`src/rtl/clk_mon_pkg.sv`:
```
// clk_mon_pkg: shared types and constants for the divided-clock edge monitor.
//   mon_state_t    - monitor FSM state encoding
//   cnt_sat_value  - all-ones saturation value of an unsigned counter of a given width
package clk_mon_pkg;

  typedef enum logic [1:0] {
    IDLE      = 2'd0,
    WAIT_EDGE = 2'd1,
    MEASURE   = 2'd2,
    LOCKED    = 2'd3
  } mon_state_t;

  // Widest period counter supported by cnt_sat_value.
  localparam int unsigned CNT_W_MAX = 31;

  function automatic logic [31:0] cnt_sat_value(input int unsigned width);
    return (32'd1 << width) - 32'd1;
  endfunction

endpackage

```
`src/rtl/bit_synchronizer.sv`:
```
// bit_synchronizer: multi-flop synchronizer for a single asynchronous bit.
// Ports:
//   clk    in  sampling clock
//   reset  in  synchronous active-high reset, clears every stage to 0
//   d      in  asynchronous input
//   q      out synchronized output, STAGES clocks behind d
module bit_synchronizer #(
  parameter int STAGES = 2
) (
  input  logic clk,
  input  logic reset,
  input  logic d,
  output logic q
);

  logic [STAGES-1:0] sync_q;

  always_ff @(posedge clk) begin
    if (reset) begin
      sync_q <= '0;
    end else begin
      sync_q <= {sync_q[STAGES-2:0], d};
    end
  end

  assign q = sync_q[STAGES-1];

endmodule

```
`src/rtl/clk_edge_monitor.sv`:
```
// clk_edge_monitor: receives a divided clock as data on clk, produces one-cycle
// rise/fall enables, measures the rise-to-rise period and reports lock/errors.
// Ports:
//   clk          in  system clock
//   reset        in  synchronous active-high reset
//   div_clk_in   in  divided clock, asynchronous to clk
//   en           in  monitor enable
//   err_clr      in  clears err_sticky (an error in the same cycle wins)
//   rise_pulse   out one-cycle strobe per synchronized rising edge
//   fall_pulse   out one-cycle strobe per synchronized falling edge
//   period       out last measured rise-to-rise period in clk cycles
//   period_valid out one-cycle strobe when period updates
//   locked       out period has matched DIV for LOCK_CNT consecutive periods
//   err_sticky   out period mismatch or timeout seen since last clear
//
// state     | meaning
// IDLE      | disabled; counter and lock cleared
// WAIT_EDGE | waiting for a reference rising edge
// MEASURE   | counting periods, collecting good periods toward lock
// LOCKED    | period stable at DIV; any bad period drops back to MEASURE
module clk_edge_monitor
  import clk_mon_pkg::*;
#(
  parameter int DIV         = 4,
  parameter int CNT_W       = 8,
  parameter int SYNC_STAGES = 2,
  parameter int LOCK_CNT    = 2
) (
  input  logic             clk,
  input  logic             reset,
  input  logic             div_clk_in,
  input  logic             en,
  input  logic             err_clr,
  output logic             rise_pulse,
  output logic             fall_pulse,
  output logic [CNT_W-1:0] period,
  output logic             period_valid,
  output logic             locked,
  output logic             err_sticky
);

  localparam int              GOOD_W  = $clog2(LOCK_CNT + 1);
  localparam logic [CNT_W-1:0]  CNT_MAX = CNT_W'(cnt_sat_value(CNT_W));
  localparam logic [CNT_W-1:0]  DIV_C   = CNT_W'(DIV);
  localparam logic [GOOD_W-1:0] LOCK_C  = GOOD_W'(LOCK_CNT);

  logic s, s_d, rise_q, fall_q;

  mon_state_t        state, state_nxt;
  logic [CNT_W-1:0]  cnt, cnt_nxt;
  logic [GOOD_W-1:0] good, good_nxt, good_inc;
  logic [CNT_W-1:0]  period_nxt;
  logic              pv_nxt, locked_nxt, err_event;

  bit_synchronizer #(.STAGES(SYNC_STAGES)) u_sync (
    .clk   (clk),
    .reset (reset),
    .d     (div_clk_in),
    .q     (s)
  );

  assign good_inc = good + GOOD_W'(1);

  always_comb begin
    state_nxt  = state;
    cnt_nxt    = cnt;
    good_nxt   = good;
    period_nxt = period;
    pv_nxt     = 1'b0;
    locked_nxt = locked;
    err_event  = 1'b0;

    case (state)
      IDLE: begin
        cnt_nxt    = '0;
        good_nxt   = '0;
        locked_nxt = 1'b0;
        state_nxt  = WAIT_EDGE;
      end
      WAIT_EDGE: begin
        // first edge only establishes a reference, no period is reported
        if (rise_q) begin
          cnt_nxt   = CNT_W'(1);
          state_nxt = MEASURE;
        end
      end
      MEASURE, LOCKED: begin
        if (rise_q) begin
          period_nxt = cnt;
          pv_nxt     = 1'b1;
          cnt_nxt    = CNT_W'(1);
          if (cnt == DIV_C) begin
            if (state == MEASURE) begin
              good_nxt = good_inc;
              if (good_inc == LOCK_C) begin
                state_nxt  = LOCKED;
                locked_nxt = 1'b1;
              end
            end
          end else begin
            good_nxt   = '0;
            err_event  = 1'b1;
            locked_nxt = 1'b0;
            state_nxt  = MEASURE;
          end
        end else if (cnt == CNT_MAX) begin
          // stuck input: counter holds at saturation, wait for a fresh reference
          err_event  = 1'b1;
          good_nxt   = '0;
          locked_nxt = 1'b0;
          state_nxt  = WAIT_EDGE;
        end else begin
          cnt_nxt = cnt + CNT_W'(1);
        end
      end
      default: state_nxt = IDLE;
    endcase

    if (!en) begin
      state_nxt  = IDLE;
      cnt_nxt    = '0;
      good_nxt   = '0;
      period_nxt = period;
      pv_nxt     = 1'b0;
      locked_nxt = 1'b0;
      err_event  = 1'b0;
    end
  end

  // Edge detect is registered before the FSM consumes it; the strobe and
  // measurement outputs are registered again so all of them line up.
  // err_clr is sampled on the same edge that captures period_valid.
  always_ff @(posedge clk) begin
    if (reset) begin
      s_d          <= 1'b0;
      rise_q       <= 1'b0;
      fall_q       <= 1'b0;
      state        <= IDLE;
      cnt          <= '0;
      good         <= '0;
      period       <= '0;
      period_valid <= 1'b0;
      locked       <= 1'b0;
      err_sticky   <= 1'b0;
      rise_pulse   <= 1'b0;
      fall_pulse   <= 1'b0;
    end else begin
      s_d          <= s;
      rise_q       <= s & ~s_d;
      fall_q       <= ~s & s_d;
      state        <= state_nxt;
      cnt          <= cnt_nxt;
      good         <= good_nxt;
      period       <= period_nxt;
      period_valid <= pv_nxt;
      locked       <= locked_nxt;
      err_sticky   <= err_event | (err_sticky & ~err_clr);
      rise_pulse   <= en & rise_q;
      fall_pulse   <= en & fall_q;
    end
  end

endmodule

```
`config.mk`:
```
export PLATFORM = sky130hd
export DESIGN_NAME = clk_edge_monitor
export DESIGN_NICKNAME = d
export VERILOG_FILES = /design/src/rtl/clk_mon_pkg.sv /design/src/rtl/bit_synchronizer.sv /design/src/rtl/clk_edge_monitor.sv
export SDC_FILE = /design/constraint.sdc
export NUM_CORES = 1
export LEC_CHECK = 0
export ABC_AREA = 1
export BUFFER_PORTS_ARGS = -buffer_cell sky130_fd_sc_hd__buf_2
export CAP_MARGIN = 20
export CORE_UTILIZATION = 40
export CTS_CLUSTER_SIZE = 24
export DETAILED_ROUTE_END_ITERATION = 8
export PLACE_DENSITY_LB_ADDON = 0.25
export SYNTH_ARGS = -nofsm -noshare
export SYNTH_HDL_FRONTEND = slang
export SYNTH_HIERARCHICAL = 1
export SYNTH_SLANG_ARGS = --single-unit
```
`constraint.sdc`:
```
create_clock -name clk -period 3.2 [get_ports clk]
set_clock_uncertainty 0.15 [all_clocks]
set_input_delay 0.16 -clock clk [delete_from_list [all_inputs] [get_ports clk]]
set_output_delay 0.16 -clock clk [all_outputs]
set_load 0.05 [all_outputs]
```
; ---- After elaboration in Yosys (flattened, before gate mapping)
; Index checks and enable logic that the tools add are counted.
[word_totals]
latchBits = 0
input_bits = 5
wordCells = 75
output_inout_bits = 13
romBits = 0
ramBits = 0
regBits = 30
memories = 0
[op_classes]
magnitude_cmp = 0
muxes = 28
eq_ne = 11
n_addsub = 2
shifts = 0
mul = 0
n_reduce_logical = 10
bitwise = 11
div_mod_pow = 0
[ops]
columns = operator, count
row1 = two-way mux 8 bit, 3
row2 = one-hot mux 8 bit (3 select lines), 1
row3 = two-way mux 2 bit, 10
row4 = two-way mux 1 bit, 11
row5 = "adder 8 x 1 -> 8 bit, second input constant", 1
row6 = "equality test 8 x 3 -> 1 bit, second input constant", 1
row7 = "equality test 8 bit, second input constant", 1
row8 = "inequality test 4 bit, second input constant", 2
row9 = AND reduction 4 bit, 2
row10 = "equality test 2 bit, second input constant", 3
row11 = "inequality test 3 bit, second input constant", 2
row12 = one-hot mux 2 bit (3 select lines), 1
row13 = AND reduction 3 bit, 2
row14 = AND 1 bit, 5
row15 = inverter 1 bit, 5
row16 = one-hot mux 2 bit (2 select lines), 1
row17 = OR reduction 2 bit, 2
row18 = OR reduction 3 bit, 1
row19 = "adder 2 x 1 -> 2 bit, second input constant", 1
row20 = "equality test 2 x 1 -> 1 bit, second input constant", 1
row21 = logical NOT 2 bit, 1
row22 = "inequality test 2 bit, second input constant", 1
row23 = one-hot mux 1 bit (2 select lines), 1
row24 = AND reduction 2 bit, 1
row25 = other kinds (2), 2

; ---- Longest topological paths before layout
[depth]
ltp_word = 7
mapped_depth = 12
mapped_depth_nobuf = 12

; ---- Modules after synthesis
; The synthesis kept the hierarchy.
[by_module_without_submodules]
columns = mod, area_per_inst_um2, instances, cells_each, seq_area_each_um2
row1 = clk_edge_monitor, 1356.3, 1, 187, 560.5
row2 = bit_synchronizer, 55.1, 1, 6, 40.0

; ---- Least setup slack after synthesis
; Ideal clock, no wire load.
[synth_path]
path_type = register to register
start = register cnt[0]
end = register cnt[5]
path_buffers = 0
arrival_ns = 1.210
synth_period_minus_slack_ns = 1.469
slack_ns = 1.731
stages_incl_launch_ff = 13
setup_ns = 0.109
t_required_ns = 2.941
path_cell_list = dfxtp_1 -> ha_1 -> nand2_2 -> nor2_4 -> nand2_2 -> clkinv_2 -> nand2_4 -> nand2_8 -> inv_4 -> nand3_1 -> nand2_1 -> nand2_1 -> inv_1
[synth_between]
elab_chain_cells = 4
elab_cells_between_ends = 7
classes_between = add/sub (1) / eq/ne (2) / mux (3) / reduce/logical (1)
[synth_lines]
columns = item, line_no
row1 = from (decl), clk_edge_monitor.sv:50  ; logic [CNT_W-1:0] cnt, cnt_nxt;
row2 = from (signal assigned), clk_edge_monitor.sv:152  ; cnt <= cnt_nxt;
row3 = adder 8 x 1 -> 8 bit, clk_edge_monitor.sv:113  ; cnt_nxt = cnt + CNT_W'(1);
row4 = two-way mux 8 bit, clk_edge_monitor.sv:106  ; end else if (cnt == CNT_MAX) begin
row5 = two-way mux 8 bit, clk_edge_monitor.sv:88  ; if (rise_q) begin
row6 = one-hot mux 8 bit (3 select lines), clk_edge_monitor.sv:73  ; case (state)
; Parallel ways exist; a longest one is shown, timed or not. The select of a mux whose other input is x is not followed.
; A chain may end at the register's enable or synchronous reset.

; ---- Worst setup path in the final report
[layout_path]
start = register cnt[1]
end = register state[0]
[layout_between]
elab_chain_cells = 4
elab_cells_between_ends = 9
classes_between = eq/ne (5) / mux (3) / reduce/logical (1)
[layout_lines]
columns = item, line_no
row1 = equality test 8 x 3 -> 1 bit, clk_edge_monitor.sv:92  ; if (cnt == DIV_C) begin
row2 = two-way mux 2 bit, clk_edge_monitor.sv:92
row3 = two-way mux 2 bit, clk_edge_monitor.sv:88
row4 = one-hot mux 2 bit (3 select lines), clk_edge_monitor.sv:73
row5 = to (signal assigned), clk_edge_monitor.sv:151  ; state <= state_nxt;
row6 = to (decl), clk_edge_monitor.sv:49  ; mon_state_t state, state_nxt;
; Parallel ways exist; a longest one is shown, timed or not.

==> impl_metrics.env <==
export IMPL_synth_simple_area_share=0.347
export IMPL_crit_type="reg2reg"
export IMPL_clkPwrFrac=0.337
export IMPL_yosys_warnings=6
export IMPL_max_freq_mhz=599
export IMPL_viasPerCell=4.65
export IMPL_slew_limit_headroom=0.693
export IMPL_endpoint_kind="register"
export IMPL_die_area_mm2=0.00377
export IMPL_first_pass_iters=4
export IMPL_p_comb_frac=0.092
export IMPL_period_minus_slack_ps=1670
export IMPL_clock_sink_count=30
export IMPL_place_area_mm2=0.00153
export IMPL_placedCellCount=252
export IMPL_synth_top_family_by_area="simple AND/OR/NAND/NOR gates"
export IMPL_swShare=0.282
export IMPL_drv_cap=0
export IMPL_crit_path_start_kind="register"
export IMPL_hold_violations=0
export IMPL_synth_compound_area_frac=0.104
export IMPL_final_cells=263
export IMPL_cts_tree="built"
export IMPL_wl_per_cell_um=10.2
export IMPL_portBuffers=17
export IMPL_syn_inst=193
export IMPL_clk_pin_slew_ps=100
export IMPL_ys_types=30
export IMPL_core_area_mm2=0.00336
export IMPL_critical_path_peak_fanout=5
export IMPL_grt_first_pass_wirelength_um=4600
export IMPL_p_int_mw=0.486
export IMPL_rsz0062_at_grt="no"
export IMPL_syn_nets=201
export IMPL_wl_um=2680
export IMPL_synth_xor_area_frac=0
export IMPL_pwr_density_cell_mw_per_mm2=418
export IMPL_syn2layout_area_growth_pct=14.6
export IMPL_worstSkewPairLatency_ps=340
export IMPL_antenna_found_initial=0
export IMPL_hold_worst_slack_ps=24.3
export IMPL_fp_row_count=21
export IMPL_timing_final_max_slew_violations=0
export IMPL_status="completed"
export IMPL_fin_total_pwr_mw=0.677
export IMPL_yosys_register_bits=30
export IMPL_grt_max_degree=18
export IMPL_hpwl_um=1950
export IMPL_yosys_area_top_type_share=0.426
export IMPL_dieHeight_um=61.4
export IMPL_tns_ps=0
export IMPL_p_leak_nw=0.698
export IMPL_synth_largest_area_cell="dfxtp_1"
export IMPL_finalSetupViolCount=0
export IMPL_initial_core_util=0.420
export IMPL_via_count=1224
export IMPL_fin_crit_sh=0.521
export IMPL_ant_nets=0
export IMPL_htree_levels=2
export IMPL_p_switching_mw=0.191
export IMPL_diodes=0
export IMPL_nets=224
export IMPL_worstReg2RegStart="cnt[1]"
export IMPL_io_pins=18
export IMPL_synth_area_mm2=0.00141
export IMPL_hold_start="reset"
export IMPL_ys_seq_area_frac=0.426
export IMPL_cts_buffer_depth=2
export IMPL_fin_area_mm2=0.00162
export IMPL_grt_pass1_vias=1079
export IMPL_pwr_share_seq=0.571
export IMPL_critical_path_required_ps=3290
export IMPL_min_path_type="in2reg"
export IMPL_cp_data_arrival_time_ps=1760
export IMPL_die_x_um=61.4
export IMPL_gp_congestion=0.812
export IMPL_drive_gt1_frac=0.217
export IMPL_synthAdderAreaFrac=0.0266
export IMPL_grt_overflow=0
export IMPL_drtIter0Drc=30
export IMPL_globalRouteTotalUtil=0.169
export IMPL_worstSetupStartpoint="cnt[1]"
export IMPL_ys_top_cells_by_area="dfxtp_1 43%, nand2_1 11%, nor2_1 6.4%, inv_1 5.9%, a21oi_1 5.7%"
export IMPL_syn_avg_cell_area_um2=7.31
export IMPL_tightest_slew_ps=459
export IMPL_synthMuxAreaShare=0
export IMPL_numCtsBuffers=5
export IMPL_cts_root_buffer="clkbuf_4"
export IMPL_peakVddDrop_v=0.000282
export IMPL_drc=0
critical path: stages, from the launching register on:
cell,delay [ps]
dfxtp_1,430
ha_1,210
nand2_2,100
nor2_4,120
nand2_2,80
nand3_2,90
nand2_2,70
nor2_2,150
nand2_1,70
nand2_1,60
nor2_1,40
metal layers:
layer / global-route usage / up-vias / wire length [um]
li1: - / 655 / -
met1: 0.231 / 538 / 1370
met2: 0.241 / 27 / 1150
met3: 0.0630 / 4 / 139
met4: 0.0667 / 0 / 31
met5: 0 / - / 0
logic make-up after synthesis:
| logic type | after synthesis |
|---|---|
| AOI/OAI and AO/OA | 27 |
| adders and majority gates | 3 |
| buffers and inverters | 33 |
| DFF | 30 |
| and+or+nand+nor | 100 |
power groups by stage:
stage / clock network [mW] / registers (mW) / logic (mW)
2_1_floorplan: 0 / 0.394 / 0.0468
3_3_place_gp: 0 / 0.395 / 0.0596
5_1_grt: 0.246 / 0.388 / 0.0722
3_5_place_dp: 0 / 0.395 / 0.0591
4_1_cts: 0.234 / 0.387 / 0.0625
6_report: 0.228 / 0.387 / 0.0625
per-stage QoR:
stage / util / setup WS [ps]
finish: 0.481 / 1530
global route: 0.481 / 1360
CTS: 0.481 / 1530
detailed placement: 0.455 / 1570
global placement: 0.455 / 1550
floorplan: - / 1730
synthesized netlist by cell type:
master and n:
o21ai_0 1, buf_2 2, nor3_1 4, inv_2 4, nand2_2 4, o21bai_1 1
inv_1 22, inv_4 1, or2_2 1, nor2_4 3, o211ai_1 1, dfxtp_1 30
clkbuf_1 1, nor2_1 24, nor3_2 1, o21ai_1 6, nand4_1 2, buf_6 1
nand2_8 1, clkinv_2 1, nand3_2 3, a21oi_1 16, clkinv_1 1, ha_1 3
nor2_2 1, a21oi_2 1, nand3_1 14, nand2_4 1, nand2_1 41, o21a_1 1
flip-flops by register name (all words and copies together), names as in the netlist:
name           cells
cnt                8
period             8
good               2
state              2
u_sync/sync_q      2
err_sticky         1
fall_pulse         1
fall_q             1
locked             1
period_valid       1
rise_pulse         1
rise_q             1
s_d                1
worst paths after layout:
path / to / cells after the start / slack [ps]
max reg2reg: state[0] / 10 / 1530
min: u_sync/sync_q[1] / 2 / 20
min reg2reg: u_sync/sync_q[1] / 2 / 260
max: state[0] / 10 / 1530
placed cells by master, fill, tap and decap left out, drive strengths merged:
cell and n:
dlygate4sd3 3, nor3 5, ha 3, nand4 2, nand3 17, a21oi 17
dfxtp 30, buf 17, o21a 1, nor2 28, o21bai 1, o211ai 1
clkinvlp 1, clkinv 4, inv 27, nand2 47, o21ai 7, clkbuf 5
or2 1
layout make-up:
type / instances / area [um^2]
clock buffer: 5 / 37.5
clock inverter: 3 / 21.3
fill: 363 / 1750
inverter: 29 / 113
multi-input combinational: 130 / 673
sequential: 30 / 601
tap: 46 / 57.6
timing repair buffer: 20 / 115
repair_timing:
item / in CTS / in global routing
hold buffers: 3 / 0
setup buffers: 0 / 0
resized for setup: 0 / 0
endpoints found under the hold margin: 4 / 0
Note: power is estimated with default switching activity, not from simulation.
